[src/rtl/mem_lsu.sv]
// MEM-stage load/store unit: request/acknowledge bus access with alignment check,
// bus timeout and little-endian lane extraction. States: IDLE wait for op | BUSY bus outstanding | DONE present result.
module mem_lsu #(
  parameter int XLEN    = 32,
  parameter int TIMEOUT = 255
) (
  input  logic                clk,
  input  logic                rst,
  input  logic [4:0]          wd_i,
  input  logic                wreg_i,
  input  logic [XLEN-1:0]     wdata_i,
  input  logic [7:0]          aluop_i,
  input  logic [XLEN-1:0]     mem_addr_i,
  input  logic [XLEN-1:0]     reg2_i,
  input  logic                flush_i,
  output logic                stall_req_o,
  output logic                req_o,
  output logic                we_o,
  output logic [XLEN-1:0]     addr_o,
  output logic [XLEN/8-1:0]   sel_o,
  output logic [XLEN-1:0]     bus_wdata_o,
  input  logic                ack_i,
  input  logic                err_i,
  input  logic [XLEN-1:0]     rdata_i,
  output logic [4:0]          wd_o,
  output logic                wreg_o,
  output logic [XLEN-1:0]     wdata_o,
  output logic                misalign_o,
  output logic                bus_err_o
);
  localparam int NB = XLEN / 8;
  localparam int OB = $clog2(NB);
  localparam int CW = 16;

  localparam logic [7:0] EXE_LB_OP  = 8'hE0;
  localparam logic [7:0] EXE_LH_OP  = 8'hE1;
  localparam logic [7:0] EXE_LW_OP  = 8'hE3;
  localparam logic [7:0] EXE_LBU_OP = 8'hE4;
  localparam logic [7:0] EXE_LHU_OP = 8'hE5;
  localparam logic [7:0] EXE_LWU_OP = 8'hE6;
  localparam logic [7:0] EXE_LD_OP  = 8'hE7;
  localparam logic [7:0] EXE_SB_OP  = 8'hE8;
  localparam logic [7:0] EXE_SH_OP  = 8'hE9;
  localparam logic [7:0] EXE_SW_OP  = 8'hEB;
  localparam logic [7:0] EXE_SD_OP  = 8'hEF;

  typedef enum logic [1:0] {IDLE, BUSY, DONE} state_e;

  state_e            state_q;
  logic              we_q, wreg_q, load_q, signed_q, kill_q, err_q;
  logic [1:0]        size_q;
  logic [4:0]        wd_q;
  logic [XLEN-1:0]   addr_q, bwd_q, ld_data_q;
  logic [NB-1:0]     sel_q;
  logic [CW-1:0]     cnt_q;

  logic              dec_mem, dec_load, dec_signed, misal;
  logic [1:0]        dec_size;
  logic [NB-1:0]     sel_d;
  logic [XLEN-1:0]   bwd_d, ld_field, ld_data_d;
  logic signed [XLEN-1:0] ld_shl;
  logic [6:0]        ld_sh;

  always_comb begin
    dec_mem    = 1'b1;
    dec_load   = 1'b1;
    dec_signed = 1'b1;
    dec_size   = 2'd0;
    case (aluop_i)
      EXE_LB_OP:  ;
      EXE_LBU_OP: dec_signed = 1'b0;
      EXE_LH_OP:  dec_size = 2'd1;
      EXE_LHU_OP: begin dec_size = 2'd1; dec_signed = 1'b0; end
      EXE_LW_OP:  dec_size = 2'd2;
      EXE_LWU_OP: begin dec_size = 2'd2; dec_signed = 1'b0; dec_mem = (XLEN == 64); end
      EXE_LD_OP:  begin dec_size = 2'd3; dec_mem = (XLEN == 64); end
      EXE_SB_OP:  dec_load = 1'b0;
      EXE_SH_OP:  begin dec_load = 1'b0; dec_size = 2'd1; end
      EXE_SW_OP:  begin dec_load = 1'b0; dec_size = 2'd2; end
      EXE_SD_OP:  begin dec_load = 1'b0; dec_size = 2'd3; dec_mem = (XLEN == 64); end
      default:    begin dec_mem = 1'b0; dec_load = 1'b0; end
    endcase

    case (dec_size)
      2'd1:    misal = mem_addr_i[0];
      2'd2:    misal = |mem_addr_i[1:0];
      2'd3:    misal = |mem_addr_i[2:0];
      default: misal = 1'b0;
    endcase

    case (dec_size)
      2'd0:    begin sel_d = NB'(1)    << mem_addr_i[OB-1:0]; bwd_d = {NB{reg2_i[7:0]}}; end
      2'd1:    begin sel_d = NB'(2'h3) << mem_addr_i[OB-1:0]; bwd_d = {(NB/2){reg2_i[15:0]}}; end
      2'd2:    begin sel_d = NB'(4'hF) << mem_addr_i[OB-1:0]; bwd_d = {(NB/4){reg2_i[31:0]}}; end
      default: begin sel_d = '1; bwd_d = reg2_i; end
    endcase
  end

  // Shift the field to the top, then back down arithmetically or logically to extend.
  always_comb begin
    ld_field  = rdata_i >> {addr_q[OB-1:0], 3'b000};
    ld_sh     = 7'(XLEN) - (7'd8 << size_q);
    ld_shl    = ld_field << ld_sh;
    ld_data_d = signed_q ? XLEN'(ld_shl >>> ld_sh) : XLEN'(ld_shl >> ld_sh);
  end

  always_ff @(posedge clk) begin
    if (!rst) begin
      state_q   <= IDLE;
      kill_q    <= 1'b0;
      err_q     <= 1'b0;
      cnt_q     <= '0;
      we_q      <= 1'b0;
      wreg_q    <= 1'b0;
      load_q    <= 1'b0;
      signed_q  <= 1'b0;
      size_q    <= 2'd0;
      wd_q      <= '0;
      addr_q    <= '0;
      bwd_q     <= '0;
      sel_q     <= '0;
      ld_data_q <= '0;
    end else begin
      case (state_q)
        IDLE: begin
          if (dec_mem && !misal && !flush_i) begin
            state_q  <= BUSY;
            we_q     <= ~dec_load;
            wreg_q   <= wreg_i;
            load_q   <= dec_load;
            signed_q <= dec_signed;
            size_q   <= dec_size;
            wd_q     <= wd_i;
            addr_q   <= mem_addr_i;
            bwd_q    <= bwd_d;
            sel_q    <= sel_d;
            kill_q   <= 1'b0;
            err_q    <= 1'b0;
            cnt_q    <= '0;
          end
        end
        BUSY: begin
          if (flush_i) kill_q <= 1'b1;
          if (err_i) begin
            err_q   <= 1'b1;
            state_q <= DONE;
          end else if (ack_i) begin
            ld_data_q <= ld_data_d;
            state_q   <= DONE;
          end else if (cnt_q == CW'(TIMEOUT - 1)) begin
            err_q   <= 1'b1;
            state_q <= DONE;
          end else begin
            cnt_q <= cnt_q + 1'b1;
          end
        end
        default: state_q <= IDLE;
      endcase
    end
  end

  always_comb begin
    req_o       = 1'b0;
    we_o        = 1'b0;
    addr_o      = '0;
    sel_o       = '0;
    bus_wdata_o = '0;
    stall_req_o = 1'b0;
    misalign_o  = 1'b0;
    bus_err_o   = 1'b0;
    wd_o        = wd_i;
    wreg_o      = wreg_i;
    wdata_o     = wdata_i;
    case (state_q)
      IDLE: begin
        if (dec_mem) begin
          wreg_o = 1'b0;
          if (misal) misalign_o = 1'b1;
          else       stall_req_o = ~flush_i;
        end
      end
      BUSY: begin
        req_o       = 1'b1;
        we_o        = we_q;
        addr_o      = addr_q;
        sel_o       = sel_q;
        bus_wdata_o = bwd_q;
        stall_req_o = 1'b1;
        wd_o        = wd_q;
        wreg_o      = 1'b0;
        wdata_o     = '0;
      end
      default: begin
        wd_o      = wd_q;
        wreg_o    = wreg_q & load_q & ~kill_q & ~err_q;
        wdata_o   = load_q ? ld_data_q : '0;
        bus_err_o = err_q & ~kill_q;
      end
    endcase
    if (!rst) begin
      wd_o        = '0;
      wreg_o      = 1'b0;
      wdata_o     = '0;
      stall_req_o = 1'b0;
      misalign_o  = 1'b0;
      bus_err_o   = 1'b0;
    end
  end
endmodule

[config.mk]
export PLATFORM = sky130hd
export DESIGN_NAME = mem_lsu
export DESIGN_NICKNAME = d
export VERILOG_FILES = /design/src/rtl/mem_lsu.sv
export SDC_FILE = /design/constraint.sdc
export NUM_CORES = 1
export LEC_CHECK = 0
export ABC_AREA = 1
export BUFFER_PORTS_ARGS = -buffer_cell sky130_fd_sc_hd__buf_2
export CAP_MARGIN = 10
export CORE_ASPECT_RATIO = 2
export CORE_MARGIN = 8
export CORE_UTILIZATION = 25
export DETAILED_ROUTE_END_ITERATION = 10
export RECOVER_POWER = 25
export SKIP_LAST_GASP = 1
export SLEW_MARGIN = 20
export SYNTH_ARGS = -nofsm -noshare
export SYNTH_HDL_FRONTEND = slang
export SYNTH_SLANG_ARGS = --single-unit
[constraint.sdc]
create_clock -name clk -period 2.8 [get_ports clk]
set_input_delay 0 -clock clk [delete_from_list [all_inputs] [get_ports clk]]
set_output_delay 0 -clock clk [all_outputs]
set_load 0.01 [all_outputs]
==> run metrics <==
Synth area leader=dfxtp_1; Yosys cell types=37; post-route minimum period=2550 ps; Nets=~1700; CTS buffer count=17; Worst Path Arrival=between 2000 and 3000 ps; crit path kind=in2out; Placer Congestion=approximately 0.89; Core Rows=90; Cell Area, Synth=7640 sq um; Critical Path Fanout Max=22; Synthesized Nets=approximately 1400; setup violation total in the final timing report=0; Post-synth EDFFs=0; Core Area=about 30000 sq um; PD cells=roughly 460 nW/um^2; Synth area leaders=dfxtp_1 (34%), nand2_1 (20%), a21oi_1 (9.2%); clk_skew=just over 9 ps; Via-to-Cell Ratio=between 4 and 5; DRT Pass-1 Iters=5; Slew Viols, Final=0; top-area cell type share of the netlist area=between 30% and 40%; syn_area_per_cell=~6.1 sq um; initial antenna violation count=4; initial core utilization=approximately 25%; final hold vios=0; post-route design area=between 10000 and 15000 sq um; Synth top cells by count=nand2_1 (412), a21oi_1 (140), nor2_1 (132); setup TNS=0 ps; largest net degree at the start of global routing=87; Max Cap Violations=0; Critical Path RT=roughly 2800 ps; Yosys warning total=0; # port buffers=257; Boundary Pins=258; CTS tree=yes; leakage power=about 4.4 nW; P&R area growth vs syn=38.6%; Highest Clock Rate=392 MHz; post-CTS resize count=0; Clock Path Buffers=2; Most used DFF post-synth=dfxtp_1; global route total overflow=0; Seq/Total Area, Yosys=roughly 34%; # DRC=0; period utilization=91.1%; CTS H-tree depth=4; final antenna-violating net count=0; RSZ-0062 raised after global routing=no; Slew headroom=39.2%; GRT Total Usage=between 10% and 20%; Die Footprint=between 30000 and 40000 sq um; hpwl dp=23000 um; clk root buf=clkbuf_16; Total Wirelength=about 31000 um; WL/cell=around 16 um; share of cells above drive strength 1=between 10% and 20%; Clock Sinks=~130; cell with the most instances after synthesis=nand2_1; Critical Path End Type=output pin; die height=about 260 um; fill cell count=between 3000 and 4000; Least-Margin Pin Slew=approximately 910 ps; worst skew pair latency=approximately 440 ps; #FFs+latches synth=approximately 130; status=complete, no violations; Via Count=roughly 9200; die width=approximately 140 um; DR iter-0 viols=between 400 and 500; VDD IR-drop max=slightly below 400 uV; vias in the first global route=between 9000 and 10000; gate count after technology mapping=around 1300; Worst-path clk slew=60 ps; min-delay worst type=in2reg; CP startpoint kind=primary input; area post-placement=9200 sq um; Async SR Flop Fraction=0%; first-pass GRT wire length=between 40000 and 50000 um
## area by class of cell
type	count	area, sq um	share of cell area (%)
multi-input cells	917	4160	39.3
flip-flops and latches	131	2620	24.8
repair buffers	359	2210	20.9
inverters	127	479	4.52
well taps	368	460	4.35
clock buffers	18	429	4.05
clock inverters	14	223	2.10
diodes	3	7.51	0.0709
## worst paths after layout
check / from / end / slack, ps / cells past startpoint
hold reg to reg: wd_q[4] / wd_q[4] / 460 / 2
setup / recovery: aluop_i[4] / stall_req_o / 250 / 18
setup reg to reg: addr_q[0] / ld_data_q[6] / 390 / 7
hold / removal: rdata_i[4] / ld_data_q[4] / 30 / 5
## report_power, final
part,switching [W],leakage [nW],internal [W]
Combinational,0.000279,3.08,0.000229
Sequential,0.00000714,1.06,0.00188
Clock,0.000929,0.312,0.00159
## cells in the final DEF, fill, tap and decap left out, types with 9 or more instances in the layout
master         count
a21oi_1          140
buf_2            217
buf_4             16
clkbuf_1          43
clkbuf_16         17
dfxtp_1          131
dlygate4sd3_1     80
inv_1            123
nand2_1          411
nand3_1          116
nand4_1            9
nor2_1           131
nor3_1            10
o21ai_0           37
## per-stage QoR
step	util, %	setup WS [ps]	total power (W)	instances	hold WS [ps]
after global placement	30.5	156	0.00235	1822	253
after detailed placement	30.5	99.6	0.00235	1822	259
after floorplan	-	400	0.00213	1257	143
after CTS	35.3	226	0.00499	1934	1.44
after global routing	35.1	14.5	0.00509	1937	27.1
final	35.1	249	0.00491	1937	30.8
## what timing repair did
item                                   in CTS  in global routing
buffers inserted                            0                  0
endpoints found under the hold margin      79                  0
hold buffers                               80                  0
## state kept, by name, indices dropped and copies added, names as in the netlist
register   cells
load_q         1
ld_data_q     32
size_q         2
kill_q         1
addr_q        32
err_q          1
signed_q       1
state_q        2
bwd_q         32
wreg_q         1
we_q           1
cnt_q         16
sel_q          4
wd_q           5
## cell families after synthesis
group | count (synthesis) | share of synthesized area [%]
buf+inv | 209 | 11.6
simple gates | 692 | 36.8
flops | 131 | 34.3
xor+xnor | 11 | 1.26
fa+ha+maj | 8 | 1.31
compound gates | 206 | 14.7
## critical path, cell delays in order
cell	delay, ps
buf_2	110
inv_1	40
nand2_1	50
nor2_2	330
nand2_1	130
and3_1	200
nand2_1	210
inv_1	130
ha_1	210
inv_1	80
nand2_1	50
o21ai_1	160
nand2_1	70
inv_1	110
nand3_4	110
buf_4	250
a21oi_1	140
buf_2	150
## routing by layer
metal | track usage (%) | wire length [um]
met3 | 3.73 | 1670
met5 | 0 | 0
met1 | 15.4 | 10900
met4 | 11.5 | 1900
met2 | 31.9 | 16600
(Power assumes the default switching activity.)
